===== src/rtl/add64_byte_seq.sv =====
// rtl/add64_byte_seq.sv - W-bit adder that reuses one external 8-bit adder, one byte per cycle
module add64_byte_seq #(
    parameter int NBYTES = 8
) (
    input  logic                clk,
    input  logic                rst_n,
    input  logic                in_valid,
    output logic                in_ready,
    input  logic [8*NBYTES-1:0] a,
    input  logic [8*NBYTES-1:0] b,
    input  logic                cin,
    output logic [7:0]          sa,
    output logic [7:0]          sb,
    output logic                s_cin,
    input  logic [7:0]          s_sum,
    input  logic                s_cout,
    output logic                out_valid,
    input  logic                out_ready,
    output logic [8*NBYTES-1:0] sum,
    output logic                cout,
    output logic                ovf
);

    localparam int W  = 8 * NBYTES;
    localparam int IW = (NBYTES > 1) ? $clog2(NBYTES) : 1;
    localparam logic [IW-1:0] LAST = IW'(NBYTES - 1);

    typedef enum logic [1:0] {
        IDLE = 2'd0,
        RUN  = 2'd1,
        DONE = 2'd2
    } state_t;

    state_t          state;
    logic [IW-1:0]   idx;
    logic            carry;
    logic            cin_reg;
    logic [W-1:0]    a_reg;
    logic [W-1:0]    b_reg;

    // The external adder is combinational, so its operands come straight from
    // the latched operands and the current byte index.
    always_comb begin
        sa    = 8'd0;
        sb    = 8'd0;
        s_cin = 1'b0;
        if (state == RUN) begin
            sa    = a_reg[8*idx +: 8];
            sb    = b_reg[8*idx +: 8];
            s_cin = (idx == '0) ? cin_reg : carry;
        end
    end

    always_ff @(posedge clk) begin
        if (!rst_n) begin
            state     <= IDLE;
            idx       <= '0;
            carry     <= 1'b0;
            cin_reg   <= 1'b0;
            a_reg     <= '0;
            b_reg     <= '0;
            sum       <= '0;
            cout      <= 1'b0;
            ovf       <= 1'b0;
            in_ready  <= 1'b1;
            out_valid <= 1'b0;
        end else begin
            case (state)
                IDLE: begin
                    if (in_valid && in_ready) begin
                        a_reg    <= a;
                        b_reg    <= b;
                        cin_reg  <= cin;
                        idx      <= '0;
                        sum      <= '0;
                        state    <= RUN;
                        in_ready <= 1'b0;
                    end
                end
                RUN: begin
                    sum[8*idx +: 8] <= s_sum;
                    carry           <= s_cout;
                    if (idx == LAST) begin
                        // Sign of the result is bit 7 of the top byte just produced.
                        cout      <= s_cout;
                        ovf       <= (a_reg[W-1] == b_reg[W-1]) && (s_sum[7] != a_reg[W-1]);
                        state     <= DONE;
                        out_valid <= 1'b1;
                    end else begin
                        idx <= idx + IW'(1);
                    end
                end
                DONE: begin
                    if (out_valid && out_ready) begin
                        state     <= IDLE;
                        out_valid <= 1'b0;
                        in_ready  <= 1'b1;
                    end
                end
                default: begin
                    state     <= IDLE;
                    in_ready  <= 1'b1;
                    out_valid <= 1'b0;
                end
            endcase
        end
    end

endmodule


===== config.mk =====
export PLATFORM = sky130hd
export DESIGN_NAME = add64_byte_seq
export DESIGN_NICKNAME = d
export VERILOG_FILES = /design/src/rtl/add64_byte_seq.sv
export SDC_FILE = /design/constraint.sdc
export NUM_CORES = 1
export LEC_CHECK = 0
export CAP_MARGIN = 20
export CORE_MARGIN = 3
export CORE_UTILIZATION = 45
export DETAILED_ROUTE_END_ITERATION = 10
export PLACE_DENSITY = 0.77
export SYNTH_ARGS = -nofsm -noshare
export SYNTH_HDL_FRONTEND = slang
export SYNTH_SLANG_ARGS = --single-unit

===== constraint.sdc =====
create_clock -name clk -period 3.08 [get_ports clk]
set_input_delay 0.616 -clock clk [delete_from_list [all_inputs] [get_ports clk]]
set_output_delay 0.616 -clock clk [all_outputs]
set_load 0.1 [all_outputs]

=== Yosys cells after proc, flatten, opt, wreduce, memory -nomap -nowiden ===
Cells that the tools add are included.

* Bits in registers: 203
* Latch bits: 0
* Bits in writable memories: 0
* Memory bits (read-only): 0
* Input bits: 142
* Output and inout port bits: 85
* Logic and storage cells: 61
* Memories kept: 0

* Add/sub/neg operators: 2
* $mul: 0
* Div/mod/pow operators: 0
* Magnitude comparators: 0
* Equal/unequal tests: 9
* Shift operators: 4
* Multiplexer cells: 20
* Bitwise logic cells: 2
* Reduce and logical (&&, ||, !) cells: 13

{| class="wikitable"
|+ Operators with widths
! kind !! count
|-
| $pmux W64 S2 || 1
|-
| $shiftx A64 B7 Y8 || 2
|-
| $bwmux W64 || 1
|-
| $mux W64 || 1
|-
| $shift A8 B34 Y64 const A || 1
|-
| $shiftx A8 B34 Y64 || 1
|-
| $neg A6 Y34 || 1
|-
| $mux W8 || 2
|-
| $reduce_and A3 Y1 || 4
|-
| $mux W1 || 6
|-
| $mux W2 || 3
|-
| $mux W3 || 2
|-
| $ne A2 B2 Y1 const B || 3
|-
| $pmux W1 S3 || 2
|-
| $pmux W2 S3 || 1
|-
| $pmux W3 S2 || 1
|-
| $reduce_and A2 Y1 || 3
|-
| $add A3 B1 Y3 const B || 1
|-
| $eq A3 B3 Y1 const B || 1
|-
| $logic_and A1 B1 Y1 || 3
|-
| $logic_not A3 Y1 || 1
|-
| $eq A2 B1 Y1 const B || 1
|-
| $eq A2 B2 Y1 const B || 1
|-
| $logic_not A2 Y1 || 1
|-
| other kinds (5) || 6
|}

=== Depth between registers and ports, before layout ===
* Word-level depth: 4
* Gate-level depth with buffers: 9
* Mapped depth without buffers: 6

=== Worst setup path before layout ===
No wires, ideal clock.

* Path kind: flip-flop to output port
* Start point: reg idx[1]
* End point: out sa[0]
* Arrival time: 2.753 ns
* Data required time: 2.464 ns
* Slack: -0.289 ns
* Stages on the path, launching flop included: 6
* Buffers on the path: 2
* Cell sequence: dfxtp_1 > buf_2 > clkbuf_1 > mux4_2 > nand2_1 > a21oi_1

* Longest elaborated chain between the ends: 2

{| class="wikitable"
|+ RTL lines
! item !! line !! source
|-
| from (decl) || 35 || <nowiki>logic [IW-1:0] idx;</nowiki>
|-
| from (signal assigned) || 90 || <nowiki>idx <= idx + IW'(1);</nowiki>
|-
| $shiftx A64 B7 Y8 || 48 || <nowiki>sa = a_reg[8*idx +: 8];</nowiki>
|-
| $mux W8 || 47 || <nowiki>if (state == RUN) begin</nowiki>
|-
| to (decl) || 12 || <nowiki>output logic [7:0] sa,</nowiki>
|}

Every way passes these cells.

=== Final worst setup path ===
* Start point: reg idx[0]
* End point: out sa[5]

The elaborated chain is that of the path after synthesis.

==> flow_summary_export.csv <==
group,metric,value,unit
status,outcome,"completed",
die,initial_utilization,46.5,%
clock_tree,cts-root-buf,"clkbuf_16",
clock_tree,worstSkewPairLatency,0.49,ns
global_route,grtUsageMet1,30.6,%
worst_setup_path,worst-path-buf-inv,2,
hold_path,hold_depth,2,
power,p_per_area,550,mW/mm²
global_route,grt_usage,23.1,%
global_route,antenna_found_initial,2,
yosys,netlist_area,0.00847,mm²
clock_tree,clockBufferDepth,3,
drt,dr.pass1.iters,5,
clock_tree,tritoncts,"yes",
global_route,grt_pass1_wl,38.5,mm
finish,area_growth,37.6,%
placement,dpl.hpwl,17.2,mm
placement,io_buffers,226,
worst_setup_path,crit_path_start_kind,"flip-flop",
clock_tree,numCtsBuffers,22,
worst_setup_path,worstPathRequired,2.46,ns
yosys,synthCells,970,
timing,slew_headroom,50.4,%
die,core-area,0.0182,mm²
global_route,use_met3,5.29,%
drt,wire_per_inst,17.4,µm
run,maxCapViolCount,0,
worst_setup_path,endpoint_kind,"output pin",
yosys,seq_area_frac_synth,48.0,%
worst_setup_path,critPathMaxFanout,32,
placement,place_area,0.0109,mm²
power,total_power,6.41,mW
clock_tree,clkTransAtPathRegs,0.06,ns
die,rows,49,
timing,period_needed,2.87,ns
worst_setup_path,crit_top_cell,"buf_12",
clock_tree,postCtsSetupBuffers,0,
worst_setup_path,cpMaxStageDelayCell,"mux4_2",
yosys,syn-num-nets,1119,
finish,drive_above_1_share,17.7,%
finish,fill_cells,1506,
worst_setup_path,crit_chain,"buf_12 > mux4_2 > nand2_1 > a21oi_2 > buf_12",
placement,gp_congestion,0.863,
drt,routed_via_density,5.47,
drt,drc,0,
timing,max_freq,348,MHz
timing,final-setup-viol-count,0,
hold_path,hp-class,"reg -> reg",
worst_setup_path,cp_num_cells,5,
timing,rsz0062_at_grt,"no",
power,p_leak,4.20,nW
timing,period_share,93.2,%
worst_setup_path,critPathMaxStageDelay,0.57,ns
yosys,yosys_warnings,0,
worst_setup_path,crit_arrival,2.25,ns
clock_tree,cts_max_level,1,
finish,fin_cells,1398,
timing,finalHoldViolations,0,
timing,finalSetupTns,0,ns
global_route,overflow,0,
drt,num_vias,7650,
die,fp.dieH,143,µm
die,pin_count,227,
global_route,top_usage_layer,"met2",
worst_setup_path,r2r_slack,0.66,ns
yosys,syn_area_per_cell,8.73,µm²
finish,nets,1300,
yosys,synth_edf_count,0,
yosys,synthArstFlopShare,0,%
global_route,grt_max_degree,125,
drt,ant_nets,0,
yosys,ys_types,47,
finish,final_area,0.0117,mm²
finish,post-route-util,64.0,%
drt,routed_wl,24.3,mm
timing,report.final.slew_viol_count,0,
die,die_area,0.0205,mm²
drt,drtIter0Drc,554,
global_route,grt_pass1_vias,7411,
yosys,synth-main-ff-cell,"dfxtp_1",
power,peakVddDrop,420,µV
placement,placed_cells,1355,
timing,clock_skew,0.0100,ns
clock_tree,clock_sinks,203,
global_route,use_met2,37.9,%
worst_setup_path,path_delay_family,"multiplexers",
timing,worst_pin_slew,0.740,ns
yosys,synth.ff_latch_count,203,
die,die_width,143,µm
worst_setup_path,r2r_cells,6,
worst_setup_path,path_class,"reg -> out",
## power breakdown
group	internal [mW]	leakage (nW)	switching, mW	total, mW
Clock	1.60	0.372	1.03	2.63
Sequential	2.75	1.65	0.0762	2.83
Combinational	0.411	2.17	0.538	0.949
Total	4.76	4.20	1.65	6.41
## kinds of logic after synthesis
logic type	count (synthesis)	synth area share [%]
adders and majority gates	7	1.03
buffers and inverters	105	5.26
and+or+nand+nor	377	19.2
muxes	33	8.63
AOI/OAI and AO/OA	245	17.9
DFF	203	48.0
## cells in the final DEF, fill, tap and decap left out, drive strengths merged, types with 2 or more instances in the layout
cell type,synthesis,final
a21oi,171,171
a22o,14,14
a2bb2o,2,2
a32o,18,18
buf,40,101
bufinv,0,2
clkbuf,45,29
clkdlybuf4s50,0,141
clkinv,0,9
dfxtp,203,203
diode,0,2
ha,7,7
inv,20,20
mux4,32,32
nand2,312,312
nand2b,4,4
nand3b,5,5
nand4,16,16
nand4bb,2,2
nor2,12,12
nor2b,5,5
nor3,6,6
nor4,2,2
nor4b,2,2
o211a,3,3
o211ai,8,8
o22ai,12,12
o2bb2ai,2,2
o311ai,10,10
or3,3,3
or4,2,2
or4b,2,2
## per-stage QoR
stage	hold slack [ns]	setup slack, ns
floorplan	0.433	0.169
global placement	0.439	0.537
detailed placement	0.444	0.468
CTS	0.452	0.0619
global route	0.468	0.0878
finish	0.449	0.209
## synthesized netlist by cell type (2+ instances only)
cell	instances	area, µm²
a21oi_1	171	856
a22o_1	14	123
a2bb2o_1	2	20.0
a32o_1	18	180
buf_1	14	52.6
buf_2	23	115
buf_4	2	15.0
clkbuf_1	39	146
clkbuf_2	6	30.0
dfxtp_1	203	4060
ha_1	7	87.6
inv_1	18	67.6
inv_2	2	7.51
mux4_2	32	721
nand2_1	312	1170
nand2b_1	4	25.0
nand3b_1	5	37.5
nand4_1	16	100
nand4bb_1	2	22.5
nor2_1	12	45.0
nor2b_1	5	31.3
nor3_1	3	15.0
nor3_2	3	30.0
nor4_2	2	25.0
o211a_2	2	20.0
o211ai_1	8	60.1
o22ai_1	12	75.1
o2bb2ai_1	2	17.5
o311ai_1	8	70.1
o311ai_2	2	32.5
or3_1	3	18.8
or4_1	2	15.0
or4b_1	2	20.0
## tightest hold or removal path, stage by stage, from the launching register on
cell,delay [ns]
dfxtp_1,0.30
nand2_1,0.05
a21oi_1,0.05
## worst paths after layout
path	startpoint	end
worst min register to register	a_reg[30]	a_reg[30]
worst max-delay path	idx[0]	sa[5]
worst max register to register	idx[0]	sum[1]
worst min-delay path	a_reg[30]	a_reg[30]
## cell type report
cell class | count | area (µm²) | area share [%]
antenna | 2 | 5.00 | 0.0429
clock buffer | 29 | 628 | 5.39
inverter | 20 | 77.6 | 0.665
timing repair buffer | 242 | 2430 | 20.9
multi-input combinational | 662 | 4050 | 34.8
tap | 229 | 287 | 2.46
sequential | 203 | 4070 | 34.9
clock inverter | 11 | 105 | 0.902
## routing by layer
layer  routed length [µm]  vias up  share of wire (%)
met5                    0        -                  0
met4                  649        0                2.7
met3                 1750       48                7.2
met2                11800      273                 49
met1                10100     3591                 42
li1                     -     3738                  -
## what timing repair did
item | in CTS | in global routing
endpoints found under the hold margin | 0 | 0
hold buffers | 0 | 0
endpoints found under the setup margin | 0 | 4
resized for setup | 0 | 1
(Power assumes the default switching activity.)
